$ cat config.mk
export PLATFORM = sky130hd
export DESIGN_NAME = mem_port_arbiter
export DESIGN_NICKNAME = d
export VERILOG_FILES = /design/src/rtl/mem_arb_pkg.sv /design/src/rtl/mem_arb_lat_cnt.sv /design/src/rtl/mem_port_arbiter.sv
export SDC_FILE = /design/constraint.sdc
export NUM_CORES = 1
export LEC_CHECK = 0
export BUFFER_PORTS_ARGS = -buffer_cell sky130_fd_sc_hd__clkbuf_2
export CAP_MARGIN = 20
export CELL_PAD_IN_SITES_DETAIL_PLACEMENT = 0
export CELL_PAD_IN_SITES_GLOBAL_PLACEMENT = 2
export CORE_ASPECT_RATIO = 1.25
export CORE_MARGIN = 10
export CORE_UTILIZATION = 23
export CTS_CLUSTER_SIZE = 8
export DETAILED_ROUTE_END_ITERATION = 6
export GPL_ROUTABILITY_DRIVEN = 1
export PLACE_DENSITY_LB_ADDON = 0.1
export SLEW_MARGIN = 10
export SYNTH_ARGS = -nofsm -noshare
export SYNTH_HDL_FRONTEND = slang
export SYNTH_SLANG_ARGS = --single-unit
$ cat constraint.sdc
create_clock -name clk -period 5.1 [get_ports clk]
set_clock_uncertainty 0.1 [all_clocks]
set_input_delay 1.02 -clock clk [delete_from_list [all_inputs] [get_ports clk]]
set_output_delay 1.02 -clock clk [all_outputs]
set_load 0.01 [all_outputs]
$ cat src/rtl/mem_arb_pkg.sv
// Shared types and constants for the memory port arbiter.
package mem_arb_pkg;

    localparam int WORD_W = 16;

    typedef enum logic [1:0] {
        IDLE,
        ISSUE,
        WAIT,
        RESP
    } state_t;

    typedef enum logic {
        OWN_F,
        OWN_D
    } owner_t;

endpackage

$ cat src/rtl/mem_arb_lat_cnt.sv
// Loadable down-counter that flags the last cycle of the memory wait window.
module mem_arb_lat_cnt #(
    parameter int W = 4
) (
    input  logic         clk,
    input  logic         rst_n,
    input  logic         load,
    input  logic [W-1:0] load_val,
    input  logic         en,
    output logic         done
);

    logic [W-1:0] cnt;

    always_ff @(posedge clk or negedge rst_n) begin
        if (!rst_n) begin
            cnt <= '0;
        end else if (load) begin
            cnt <= load_val;
        end else if (en && cnt != '0) begin
            cnt <= cnt - 1'b1;
        end
    end

    // A count of 1 means this is the final wait cycle.
    assign done = (cnt <= W'(1));

endmodule

$ cat src/rtl/mem_port_arbiter.sv
// Arbitrates the single memory port between fetch (F) and ld/st (D) ports.
// Optional macro MEM_ARB_FAIR_EN forces an F grant after STARVE_MAX starving D grants.
module mem_port_arbiter
    import mem_arb_pkg::*;
#(
    parameter int LAT        = 2,
    parameter int STARVE_MAX = 4
) (
    input  logic              clk,
    input  logic              rst_n,
    input  logic              f_req,
    input  logic [WORD_W-1:0] f_addr,
    input  logic              f_flush,
    output logic              f_gnt,
    output logic              f_rvalid,
    output logic [WORD_W-1:0] f_rdata,
    input  logic              d_req,
    input  logic              d_we,
    input  logic [WORD_W-1:0] d_addr,
    input  logic [WORD_W-1:0] d_wdata,
    output logic              d_gnt,
    output logic              d_rvalid,
    output logic [WORD_W-1:0] d_rdata,
    output logic              mem_en,
    output logic              mem_we,
    output logic [WORD_W-1:0] mem_addr,
    output logic [WORD_W-1:0] mem_wdata,
    input  logic [WORD_W-1:0] mem_rdata,
    output logic              busy
);

    localparam logic [3:0] WAIT_LOAD = 4'(LAT - 1);

    state_t state;
    owner_t owner;
    logic   we_q;
    logic   cancel;
    logic   wait_done;
    logic   force_f;
    logic   idle;
    logic   resp;

    // Grants are combinational and gated by reset so every output is 0 in reset.
    assign idle  = rst_n && (state == IDLE);
    assign f_gnt = idle && f_req && !f_flush && (!d_req || force_f);
    assign d_gnt = idle && d_req && !f_gnt;

    assign resp     = (state == RESP);
    assign f_rvalid = resp && (owner == OWN_F) && !cancel && !f_flush;
    assign d_rvalid = resp && (owner == OWN_D);
    assign f_rdata  = f_rvalid ? mem_rdata : '0;
    assign d_rdata  = (d_rvalid && !we_q) ? mem_rdata : '0;
    assign busy     = (state != IDLE);

    always_ff @(posedge clk or negedge rst_n) begin
        if (!rst_n) begin
            state     <= IDLE;
            owner     <= OWN_F;
            we_q      <= 1'b0;
            cancel    <= 1'b0;
            mem_en    <= 1'b0;
            mem_we    <= 1'b0;
            mem_addr  <= '0;
            mem_wdata <= '0;
        end else begin
            mem_en    <= 1'b0;
            mem_we    <= 1'b0;
            mem_addr  <= '0;
            mem_wdata <= '0;
            case (state)
                IDLE: begin
                    cancel <= 1'b0;
                    if (f_gnt || d_gnt) begin
                        state     <= ISSUE;
                        owner     <= d_gnt ? OWN_D : OWN_F;
                        we_q      <= d_gnt && d_we;
                        mem_en    <= 1'b1;
                        mem_we    <= d_gnt && d_we;
                        mem_addr  <= d_gnt ? d_addr : f_addr;
                        mem_wdata <= d_gnt ? d_wdata : '0;
                    end
                end
                ISSUE: begin
                    if (owner == OWN_F && f_flush) cancel <= 1'b1;
                    state <= (LAT == 1) ? RESP : WAIT;
                end
                WAIT: begin
                    if (owner == OWN_F && f_flush) cancel <= 1'b1;
                    if (wait_done) state <= RESP;
                end
                RESP: begin
                    state <= IDLE;
                end
                default: begin
                    state <= IDLE;
                end
            endcase
        end
    end

    mem_arb_lat_cnt #(.W(4)) u_lat_cnt (
        .clk      (clk),
        .rst_n    (rst_n),
        .load     (state == ISSUE),
        .load_val (WAIT_LOAD),
        .en       (state == WAIT),
        .done     (wait_done)
    );

`ifdef MEM_ARB_FAIR_EN
    localparam int SW = $clog2(STARVE_MAX + 1);
    logic [SW-1:0] starve;

    // Counts D grants that bypassed a live fetch; saturates at STARVE_MAX.
    always_ff @(posedge clk or negedge rst_n) begin
        if (!rst_n) begin
            starve <= '0;
        end else if (f_gnt || !f_req) begin
            starve <= '0;
        end else if (d_gnt && !f_flush && starve != SW'(STARVE_MAX)) begin
            starve <= starve + 1'b1;
        end
    end

    assign force_f = (starve == SW'(STARVE_MAX));
`else
    logic unused_starve;
    assign unused_starve = (STARVE_MAX == 0);
    assign force_f       = 1'b0;
`endif

endmodule

==> flow_metrics.env <==
export IMPL_core_area_mm2=0.008333
export IMPL_multi_input_area_um2=830.8
export IMPL_finalSetupTns_ns=0
export IMPL_slew_viol_final=0
export IMPL_yosys_warnings=0
export IMPL_min_from="we_q$_DFFE_PN0P_"
export IMPL_placed_cells=427
export IMPL_fmax_ghz=0.2989
export IMPL_synth_area_mm2=0.001982
export IMPL_start_util=0.2378
export IMPL_drv_cap=0
export IMPL_crit_top_cell="clkbuf_2"
export IMPL_cts_path_max_buffers=2
export IMPL_antenna_found_initial=0
export IMPL_drive_gt1_frac=0.4586
export IMPL_layoutNonFillerInstCount=435
export IMPL_synthMuxAreaShare=0.005682
export IMPL_dp_hpwl_um=5613
export IMPL_root_buffer="clkbuf_8"
export IMPL_max_stage_delay_ns=0.51
export IMPL_worstSkewPairLatency_ns=0.29
export IMPL_gp_congestion=0.7077
export IMPL_syn_nets=275
export IMPL_hold_viol=0
export IMPL_utilization=0.3438
export IMPL_status="finished, final reports clean"
export IMPL_max_slew_margin_rel=0.4209
export IMPL_fin_nets=414
export IMPL_drtIter0Drc=45
export IMPL_synth_top_family_by_area="simple AND/OR/NAND/NOR gates"
export IMPL_endpoint_kind="output port"
export IMPL_diodes=0
export IMPL_hold_buffers=0
export IMPL_htreeDepth=2
export IMPL_synth_fa_ha_area_frac=0.04419
export IMPL_period_needed_ns=3.345
export IMPL_hold_end="we_q$_DFFE_PN0P_"
export IMPL_synth_xor_area_frac=0.008838
export IMPL_synthSimpleGateAreaFrac=0.2746
export IMPL_ys_types=29
export IMPL_routed_via_density=4.101
export IMPL_numPortBuffers=140
export IMPL_reg2reg_slack_ns=2.94
export IMPL_crit_chain="clkbuf_2 -> nand3_2 -> inv_2 -> clkbuf_2"
export IMPL_final_seq_area_mm2=0.001076
export IMPL_placementRows=37
export IMPL_syn_area_per_cell_um2=10.01
export IMPL_rsz0062_at_grt="no"
export IMPL_ys_seq_area_frac=0.5429
export IMPL_p_leak_uw=0.001669
export IMPL_timing_rr_end="mem_addr[0]$_DFF_PN0_"
export IMPL_setup_ws_ns=1.755
export IMPL_reg2reg_from="state[0]$_DFFE_PN0P_"
export IMPL_path_class="in2out"
export IMPL_vdd_ir_drop_max_v=0.0001236
export IMPL_cp_start_kind="primary input"
export IMPL_drc=0
export IMPL_grt_ovfl_total=0
export IMPL_wire_per_inst_um=15.66
export IMPL_cts_num_sinks=43
export IMPL_hold_path_depth=1
export IMPL_worstMarginPinSlew_ns=0.8681
export IMPL_cts_setup_buffers=0
export IMPL_synth_compound_area_frac=0.08586
export IMPL_critPathSlowestCell="inv_2"
export IMPL_area_growth_pct=44.57
export IMPL_vias=1784
export IMPL_grt_usage=0.1058
export IMPL_numCtsBuffers=5
export IMPL_totalWireLength_um=6811
export IMPL_cts_tree="built"
export IMPL_first_pass_iters=4
export IMPL_cts_repair_resized=0
export IMPL_grt_pass1_vias=1959
export IMPL_fillCellCount=874
export IMPL_ant_nets=0
export IMPL_period_share=0.6559
export IMPL_dp_slack_ns=1.698
export IMPL_boundaryPins=141
export IMPL_yosys_register_bits=43
export IMPL_dieHeight_um=123.8
export IMPL_power_density_mw_per_mm2=369.6
export IMPL_holdCritPathClass="reg2reg"
export IMPL_grt_pass1_wl_um=10500
export IMPL_worst_endpoint_arrival_ns=2.23
export IMPL_syn_inst=198
export IMPL_crit_path_max_fanout=34
export IMPL_setup_viol=0
export IMPL_fp_dieArea_mm2=0.01275
export IMPL_required_ns=3.98
export IMPL_cts_clk_slew_worst_paths_ns=0.08
export IMPL_r2r_cells=6
export IMPL_grt_start_max_net_pins=46
export IMPL_die_w_um=103.0
state kept, by name, summed over array words and instances (netlist names):
signal         flops
mem_addr          16
mem_wdata         16
state              2
mem_we             1
mem_en             1
we_q               1
owner              1
cancel             1
u_lat_cnt.cnt      4
synthesized netlist by cell type:
cell / n / area, um2
nor2_1: 4 / 15.01
nor2b_1: 1 / 6.260
clkbuf_1: 2 / 7.510
buf_4: 1 / 7.510
inv_1: 7 / 26.28
a311oi_1: 1 / 8.760
and2b_1: 1 / 7.510
ha_1: 7 / 87.58
o21bai_2: 2 / 22.52
a21oi_1: 20 / 100.1
nor3_1: 2 / 10.01
buf_2: 5 / 25.02
and2_1: 50 / 312.8
inv_2: 1 / 3.750
a21o_1: 1 / 7.510
nor4b_4: 1 / 23.77
nand3_2: 1 / 10.01
o22a_1: 1 / 8.760
clkbuf_2: 1 / 5.000
nand2_1: 34 / 127.6
mux2_2: 1 / 11.26
and3_1: 1 / 6.260
dfrtp_1: 43 / 1076
nand3_1: 2 / 10.01
xor2_1: 2 / 17.52
or3b_1: 1 / 8.760
nand2b_1: 1 / 6.260
o21ai_0: 3 / 15.01
a22oi_1: 1 / 7.510
cells in the final DEF (no fill, tap or decap), drive strengths merged, types with 3 or more instances in the layout:
cell type / synthesis / final
dfrtp: 43 / 43
inv: 8 / 8
nor2: 4 / 4
nand2: 34 / 34
and2: 50 / 50
ha: 7 / 7
a21oi: 20 / 20
clkbuf: 3 / 146
nand3: 3 / 3
o21ai: 3 / 3
routing by layer:
| metal | wire, um | track usage | vias up |
|---|---|---|---|
| li1 | - | - | 901 |
| met1 | 2460 | 0.1075 | 793 |
| met2 | 3473 | 0.1906 | 88 |
| met3 | 841 | 0.04654 | 2 |
| met4 | 36 | 0.03136 | 0 |
| met5 | 0 | 0 | - |
critical path, delay by kind of cell:
kind / cells / cell delay, ns
buf+inv: 3 / 0.88
simple gates: 1 / 0.31
cells by family (layout without fill, tap and decap cells):
group | after synthesis | count (layout)
xor+xnor | 2 | 2
mux | 1 | 1
flops | 43 | 43
buf+inv | 17 | 157
simple gates | 99 | 99
compound gates | 29 | 29
fa+ha+maj | 7 | 7
power breakdown:
part | internal, uW | leakage [uW] | switching (uW) | total, uW
Sequential | 397 | 0.000580 | 37.2 | 434
Clock | 111 | 0.0000474 | 120 | 231
Combinational | 171 | 0.00104 | 222 | 394
per-stage QoR:
step	cell area [um2]	power (uW)	hold WS (ns)
6_report	2865	1059	0.3826
3_3_place_gp	2766	849.2	0.3559
4_1_cts	2865	1086	0.3880
5_1_grt	2865	1148	0.4110
3_5_place_dp	2766	847.0	0.3687
2_1_floorplan	1982	686.0	0.3420
how the worst max path moves through the flow:
stage / startpoint / slack (ns) / endpoint
2_1_floorplan: f_flush / 2.21 / f_rdata[10]
3_3_place_gp: d_req / 1.72 / d_gnt
3_5_place_dp: d_req / 1.70 / d_gnt
4_1_cts: d_req / 1.69 / d_gnt
5_1_grt: state[0]$_DFFE_PN0P_ / 1.55 / d_gnt
6_report: d_req / 1.75 / d_gnt
layout make-up:
class | instances | share of cell area
Clock buffer | 6 | 0.02882
Sequential cell | 43 | 0.3755
Multi-Input combinational cell | 138 | 0.2900
Clock inverter | 2 | 0.005677
Timing Repair Buffer | 141 | 0.2472
Tap cell | 97 | 0.04236
Inverter | 8 | 0.01048
Power figures use the tool's default switching activity.
